`src/rtl/isolator_blip_detect_ctrl.sv`:
```
// Blip detector for an isolator output line. Synchronises the raw
// isolator signal, measures each high pulse in clk cycles, and reports pulses
// shorter than MIN_PULSE to the host through a valid/ack handshake. It also
// keeps a saturating blip tally and a sticky overflow flag.
module isolator_blip_detect_ctrl #(
  parameter int unsigned SYNC_STAGES = 2,
  parameter logic [7:0]  MIN_PULSE   = 8'd16,
  parameter logic [7:0]  HOLDOFF     = 8'd32
) (
  input  logic       clk,
  input  logic       reset,
  input  logic       iso_in,
  input  logic       enable,
  input  logic       blip_ack,
  output logic       blip_valid,
  output logic [7:0] blip_width,
  output logic [7:0] blip_total,
  output logic       overflow,
  output logic       busy
);

  typedef enum logic [1:0] {StIdle, StMeasure, StHoldoff} state_e;

  state_e                 state_q;
  logic [7:0]             cnt_q;
  logic [SYNC_STAGES-1:0] sync_q;
  logic                   iso_d_q;
  logic                   iso_s;
  logic                   rise;

  assign iso_s = sync_q[SYNC_STAGES-1];
  assign rise  = iso_s & ~iso_d_q;

  // Synchroniser chain plus one extra delay stage for edge detection
  always_ff @(posedge clk or posedge reset) begin
    if (reset) begin
      sync_q  <= '0;
      iso_d_q <= 1'b0;
    end else begin
      sync_q  <= {sync_q[SYNC_STAGES-2:0], iso_in};
      iso_d_q <= iso_s;
    end
  end

  // Detection FSM with width counter and registered host-facing outputs
  always_ff @(posedge clk or posedge reset) begin
    if (reset) begin
      state_q    <= StIdle;
      cnt_q      <= 8'd0;
      blip_valid <= 1'b0;
      blip_width <= 8'd0;
      blip_total <= 8'd0;
      overflow   <= 1'b0;
      busy       <= 1'b0;
    end else begin
      // Ack clears a pending report; a blip captured on the same edge
      // overrides this below because the later assignment wins.
      if (blip_valid && blip_ack) begin
        blip_valid <= 1'b0;
      end

      if (!enable) begin
        state_q <= StIdle;
        cnt_q   <= 8'd0;
        busy    <= 1'b0;
      end else begin
        case (state_q)
          StIdle: begin
            if (rise) begin
              state_q <= StMeasure;
              cnt_q   <= 8'd1;
              busy    <= 1'b1;
            end
          end
          StMeasure: begin
            if (iso_s) begin
              if (cnt_q != 8'hff) begin
                cnt_q <= cnt_q + 8'd1;
              end
            end else begin
              if (cnt_q < MIN_PULSE) begin
                if (!blip_valid || blip_ack) begin
                  blip_valid <= 1'b1;
                  blip_width <= cnt_q;
                end else begin
                  overflow <= 1'b1;
                end
                if (blip_total != 8'hff) begin
                  blip_total <= blip_total + 8'd1;
                end
              end
              state_q <= StHoldoff;
              cnt_q   <= 8'd0;
            end
          end
          StHoldoff: begin
            if (cnt_q == HOLDOFF - 8'd1) begin
              state_q <= StIdle;
              cnt_q   <= 8'd0;
              busy    <= 1'b0;
            end else begin
              cnt_q <= cnt_q + 8'd1;
            end
          end
          default: begin
            state_q <= StIdle;
            cnt_q   <= 8'd0;
            busy    <= 1'b0;
          end
        endcase
      end
    end
  end

endmodule

```
`config.mk`:
```
export PLATFORM = sky130hd
export DESIGN_NAME = isolator_blip_detect_ctrl
export DESIGN_NICKNAME = d
export VERILOG_FILES = /design/src/rtl/isolator_blip_detect_ctrl.sv
export SDC_FILE = /design/constraint.sdc
export NUM_CORES = 1
export LEC_CHECK = 0
export CELL_PAD_IN_SITES_DETAIL_PLACEMENT = 1
export CELL_PAD_IN_SITES_GLOBAL_PLACEMENT = 1
export CORE_MARGIN = 2
export CORE_UTILIZATION = 45
export DETAILED_ROUTE_END_ITERATION = 16
export PLACE_DENSITY = 0.82
export SLEW_MARGIN = 10
export SYNTH_ARGS = -nofsm -noshare
export SYNTH_HDL_FRONTEND = slang
export SYNTH_SLANG_ARGS = --single-unit
```
`constraint.sdc`:
```
create_clock -name clk -period 3.4 [get_ports clk]
set_input_delay 1.02 -clock clk [delete_from_list [all_inputs] [get_ports clk]]
set_output_delay 1.02 -clock clk [all_outputs]
set_load 0.1 [all_outputs]
```
==> flow_summary.yaml, run 1 <==
die:
  num_rows: 21
  dieArea_mm2: 0.00415
  start_util: 0.481
  ios: 24
  core_region_area_mm2: 0.00342
  die_h_um: 64.4
  die_w_um: 64.4
cts:
  cts_sinks: 32
  cts_resized: 0
  clock_path_buffers: 2
  cts_root_buffer: "clkbuf_4"
  clk_pin_slew_ns: 0.09
  hold_buffers: 0
  postCtsSetupRepairBufs: 0
  cts_max_level: 2
  tritoncts: "done"
  clock_latency_ns: 0.33
  numCtsBuffers: 5
synth:
  yosys_warnings: 0
  ys_types: 45
  ys_ff_latch: 32
  synth_ff_type: "dfrtp_1"
  synth_top_cells_by_count: "dfrtp_1 (32), nand3_1 (8), mux2_1 (7), nand2b_1 (7), nor2b_1 (7)"
  synthesis.area_mm2: 0.00164
  synthArstFlopShare: 1.00
  synth.avg_cell_area_um2: 11.3
  synth_fp_nets: 153
  synth-edff-count: 0
  synth_top_area_frac: 0.487
  synth_area_leaders: "dfrtp_1 (49%), mux2_1 (4.8%), nand2b_1 (2.7%)"
  yosysSeqAreaShare: 0.487
  yosysTopAreaCell: "dfrtp_1"
  synth_cells: 146
  synth_most_common_cell: "dfrtp_1"
worst_hold_path:
  hp-class: "register to register"
  min_path_cells: 0
global_route:
  grt_pass1_vias: 1246
  grt_overflow: 0
  antenna_found_initial: 0
  grt_pass1_wl_mm: 6.04
  grt_usage: 0.192
  grt_max_degree: 33
detailed_routing:
  drtIter0Drc: 17
  antenna_left: 0
  via_count: 1197
  vias_per_cell: 5.52
  drtPass1Iterations: 4
  wire_per_inst_um: 15.5
  routed_wl_mm: 3.36
  drc: 0
run:
  maxCapViolations: 0
timing:
  hold_violations: 0
  setup_violations: 0
  worstMarginPinSlew_ns: 0.596
  timing.fmax_mhz: 382
  setup_ws_ns: 0.783
  tns_ns: 0
  period_needed_ns: 2.62
  drv_slew: 0
  fin_skew_ns: 0.00908
  rsz0062_at_grt: "no"
  relSlewSlack: 0.602
  final.period_utilization: 0.770
power:
  vdd_ir_drop_max_v: 0.000287
  power.density_mw_per_mm2: 499
  p_leak_nw: 0.867
finish:
  fin_area_mm2: 0.00190
  diodes: 0
  area_delta_synth_final_pct: 15.5
  num-fill-cells: 374
  finish.utilization: 0.555
  fin_cells: 217
  drive_above_1_share: 0.228
  nets: 178
placed_design:
  place_congestion: 0.813
  pre_cts_slack_ns: 0.430
  placed_cell_area_mm2: 0.00185
  hpwlAfterDp_mm: 2.55
  dp_cells: 210
  io_buffers: 23
critical_path:
  crit_path_end_kind: "register"
  slowest_delay_ns: 0.65
  critPathSlowestCell: "clkdlybuf4s50_1"
  path_class: "input port to register"
  start_kind: "input port"
  arrival_ns: 2.82
  worstPathMaxFanout: 10
  worstRegToRegCells: 4
  cp.required_ns: 3.61
  path_delay_family: "simple AND/OR/NAND/NOR gates"
  path_cells: "clkdlybuf4s50_1 > nand4_4 > nor2b_1 > mux2_1"
  cp.depth: 4
  crit_buf_inv: 1
outcome:
  status: "complete, no violations"
==> final cells by class <==
| cell class | count | area, um2 | area share |
|---|---|---|---|
| tap | 46 | 57.6 | 0.0303 |
| clock buffer | 6 | 41.3 | 0.0218 |
| multi-input combinational | 102 | 779 | 0.411 |
| timing repair buffer | 24 | 190 | 0.100 |
| clock inverter | 1 | 5.00 | 0.00264 |
| sequential | 32 | 801 | 0.422 |
| inverter | 6 | 22.5 | 0.0119 |
==> routing by layer <==
layer / global-route usage / wire [um] / up-vias
met5: 0 / 0 / -
met4: 0.0638 / 49 / 0
met3: 0.0434 / 124 / 5
met2: 0.319 / 1620 / 25
met1: 0.248 / 1560 / 584
li1: - / - / 583
==> power by group <==
| group | switching (mW) | total, mW | internal, mW |
|---|---|---|---|
| Clock | 0.119 | 0.196 | 0.0760 |
| Combinational | 0.230 | 0.300 | 0.0705 |
| Sequential | 0.0406 | 0.450 | 0.410 |
==> path summary, 6_finish.rpt <==
kind	from	to	slack (ns)
max	enable	blip_width[0]	0.78
min	sync_q[0]	sync_q[1]	0.36
max reg2reg	cnt_q[5]	blip_width[0]	1.32
min reg2reg	sync_q[0]	sync_q[1]	0.36
max in group asynchronous	reset	blip_total[2]	2.04
min in group asynchronous	reset	blip_total[7]	1.07
==> sequential cells by signal, indices dropped and copies added (netlist names) <==
signal and cells:
blip_total 8, blip_width 8, cnt_q 8, state_q 2, sync_q 2, blip_valid 1
busy 1, iso_d_q 1, overflow 1
==> placed cells by master (no fill, tap or decap), types with 3 or more instances in the layout <==
master | synthesis | layout
a21oi_1 | 4 | 4
buf_4 | 4 | 20
clkbuf_4 | 0 | 5
clkdlybuf4s50_1 | 0 | 4
dfrtp_1 | 32 | 32
inv_1 | 6 | 6
mux2_1 | 7 | 7
nand2_1 | 5 | 5
nand2b_1 | 7 | 7
nand3_1 | 8 | 8
nand4_1 | 4 | 4
nor2_1 | 5 | 5
nor2b_1 | 7 | 7
o211ai_1 | 3 | 3
o21ai_1 | 5 | 5
o21bai_1 | 3 | 3
xor2_1 | 5 | 5
==> metrics by stage <==
stage	hold slack [ns]	power, mW
global route	0.375	0.989
floorplan	0.331	0.690
global placement	0.342	0.752
detailed placement	0.338	0.762
finish	0.361	0.946
CTS	0.365	0.956
==> logic make-up (layout without fill, tap and decap cells) <==
logic type	count (synthesis)	in the layout	share of synthesized area
buffers and inverters	12	37	0.0381
xor gates and xnor gates	5	5	0.0267
muxes	8	8	0.0571
DFF	32	32	0.487
adders and majority gates	2	2	0.0152
and+or+nand+nor	57	57	0.241
AOI/OAI and AO/OA	30	30	0.135
No activity file was read; power rests on OpenSTA's default activity.
==> run 2: changes to the inputs <==
Settings changed: CORE_UTILIZATION 45 to 38, PLACE_DENSITY 0.82 to 0.73.
Clock period 3.4 ns to 2.4 ns, I/O delays scaled along.
==> run 2 against run 1 <==
Net effect:
- critical path depth up 2
- critical endpoint is now cnt_q[2]
- utilization down 6.6 points
- first-iteration DRC count rose to 5.2 times the previous value
- final area up 5.3%
- non-clock buffer count up 7
- hold slack better by 0.0082 ns
- critical path type unchanged
- clock-buffer cell count up 2
- register-to-register slack worse by 0.81 ns
- setup slack worse by 0.54 ns
- via count up 2.6%
- cell count up 5.5%
==> flow_summary.yaml, run 2 (synthesized netlist as in run 1, its figures left out) <==
power:
  p_clk_frac: 0.283
  vdd_ir_drop_max_v: 0.000954
  switching_share: 0.385
  power.density_mw_per_mm2: 747
  p_sw_uw: 576
  comb_power_share: 0.286
  seqPwrFrac: 0.431
  cell_internal_pwr_uw: 918
  power_mw: 1.49
  p_leak_nw: 0.919
global_route:
  grt_usage: 0.170
  antenna_found_initial: 0
  grt_pass1_wl_mm: 6.55
  grt_max_degree: 33
  grt_overflow: 0
  grt_pass1_vias: 1346
cts:
  cts_resized: 0
  numCtsBuffers: 5
  cts_max_level: 2
  clk_pin_slew_ns: 0.06
  hold_buffers: 0
  postCtsSetupRepairBufs: 0
  clock_latency_ns: 0.28
  clock_path_buffers: 2
  cts_sinks: 32
  cts_root_buffer: "clkbuf_8"
  tritoncts: "done"
worst_hold_path:
  min_path_cells: 0
  hp-class: "register to register"
  min_from: "sync_q[0]"
  whs_endpoint: "sync_q[1]"
die:
  dieArea_mm2: 0.00487
  start_util: 0.402
  core_region_area_mm2: 0.00409
  die_w_um: 69.8
  ios: 24
  die_h_um: 69.8
  num_rows: 23
finish:
  layout_common_cells: "dfrtp_1 (32), buf_4 (27), nand3_1 (8)"
  drive_above_1_share: 0.257
  diodes: 0
  area_delta_synth_final_pct: 21.6
  fin_area_mm2: 0.00200
  num-fill-cells: 464
  fin_cells: 229
  reg_top3: "blip_total: 8 flops, blip_width: 8 flops, cnt_q: 8 flops"
  nets: 185
  final_common_cell: "dfrtp_1"
detailed_routing:
  antenna_left: 0
  via_count: 1228
  vias_per_cell: 5.36
  wire_per_inst_um: 16.2
  routed_wl_mm: 3.72
  drtIter0Drc: 88
  drtPass1Iterations: 4
  drc: 0
timing:
  period_needed_ns: 2.15
  rsz0062_at_grt: "no"
  drv_slew: 0
  timing.fmax_mhz: 464
  tns_ns: 0
  worstMarginPinSlew_ns: 0.424
  relSlewSlack: 0.717
  fin_skew_ns: 0.00467
  hold_violations: 0
  fin_hold_ws_ns: 0.370
  setup_violations: 0
  final.period_utilization: 0.898
placed_design:
  place_congestion: 0.833
  hpwlAfterDp_mm: 2.75
  io_buffers: 23
  dp_cells: 221
  placed_cell_area_mm2: 0.00191
outcome:
  status: "complete, no violations"
critical_path:
  path_class: "input port to register"
  start_kind: "input port"
  path_delay_family: "buffers and inverters"
  slowest_delay_ns: 0.56
  crit_buf_inv: 2
  r2r_start: "cnt_q[0]"
  worstRegToRegCells: 5
  cp.required_ns: 2.55
  arrival_ns: 2.31
  critPathSlowestCell: "clkdlybuf4s50_1"
  r2r_slack_ns: 0.51
  path_cells: "clkdlybuf4s50_1 > and4b_1 > and4_4 > buf_4 > o31ai_1 > o21ai_1"
  crit_path_end_kind: "register"
  reg2reg_to: "cnt_q[3]"
  worstPathMaxFanout: 8
run:
  maxCapViolations: 0
[run 2: cell count changes in the layout (fill, tap and decap cells not counted), sizes merged]
cell    before  now
buf         20   27
clkinv       1    0
clkbuf       6    8
[run 2: area by class of cell]
class	count	area [um2]	share of cell area
clock buffers	8	90.1	0.0451
multi-input cells	102	779	0.390
flip-flops and latches	32	801	0.401
well taps	50	62.6	0.0313
inverters	6	22.5	0.0113
repair buffers	31	243	0.121
[run 2: how the worst max path moves through the flow]
stage / cells after the start / startpoint / to
after global routing: 6 / enable / cnt_q[2]
after floorplan: 5 / blip_total[0] / blip_total[1]
final: 6 / enable / cnt_q[2]
after detailed placement: 5 / enable / cnt_q[3]
after CTS: 6 / enable / cnt_q[2]
after global placement: 5 / enable / cnt_q[0]
[run 2: power groups by stage]
stage	combinational, mW	sequential [mW]	clock [mW]
floorplan	0.0945	0.883	0
global placement	0.424	0.648	0
detailed placement	0.431	0.654	0
CTS	0.432	0.644	0.438
global route	0.448	0.655	0.465
finish	0.427	0.643	0.423
[run 2: per-layer routing]
layer | global-route usage | routed length [um] | up-vias
li1 | - | - | 593
met1 | 0.208 | 1550 | 607
met2 | 0.297 | 2000 | 25
met3 | 0.0436 | 138 | 3
met4 | 0.0449 | 37 | 0
met5 | 0 | 0 | -
[run 2: per-stage QoR]
| stage | util | setup WS, ns |
|---|---|---|
| CTS | 0.489 | 0.255 |
| global route | 0.489 | 0.147 |
| detailed placement | 0.467 | 0.0274 |
| floorplan | - | 0.151 |
| finish | 0.489 | 0.246 |
| global placement | 0.467 | 0.0553 |
[run 2: worst reg2reg max path, stage by stage (launching register included)]
cell	delay (ns)
dfrtp_1	0.48
ha_1	0.32
and4_4	0.25
a211oi_2	0.31
o211ai_2	0.17
o311ai_2	0.27
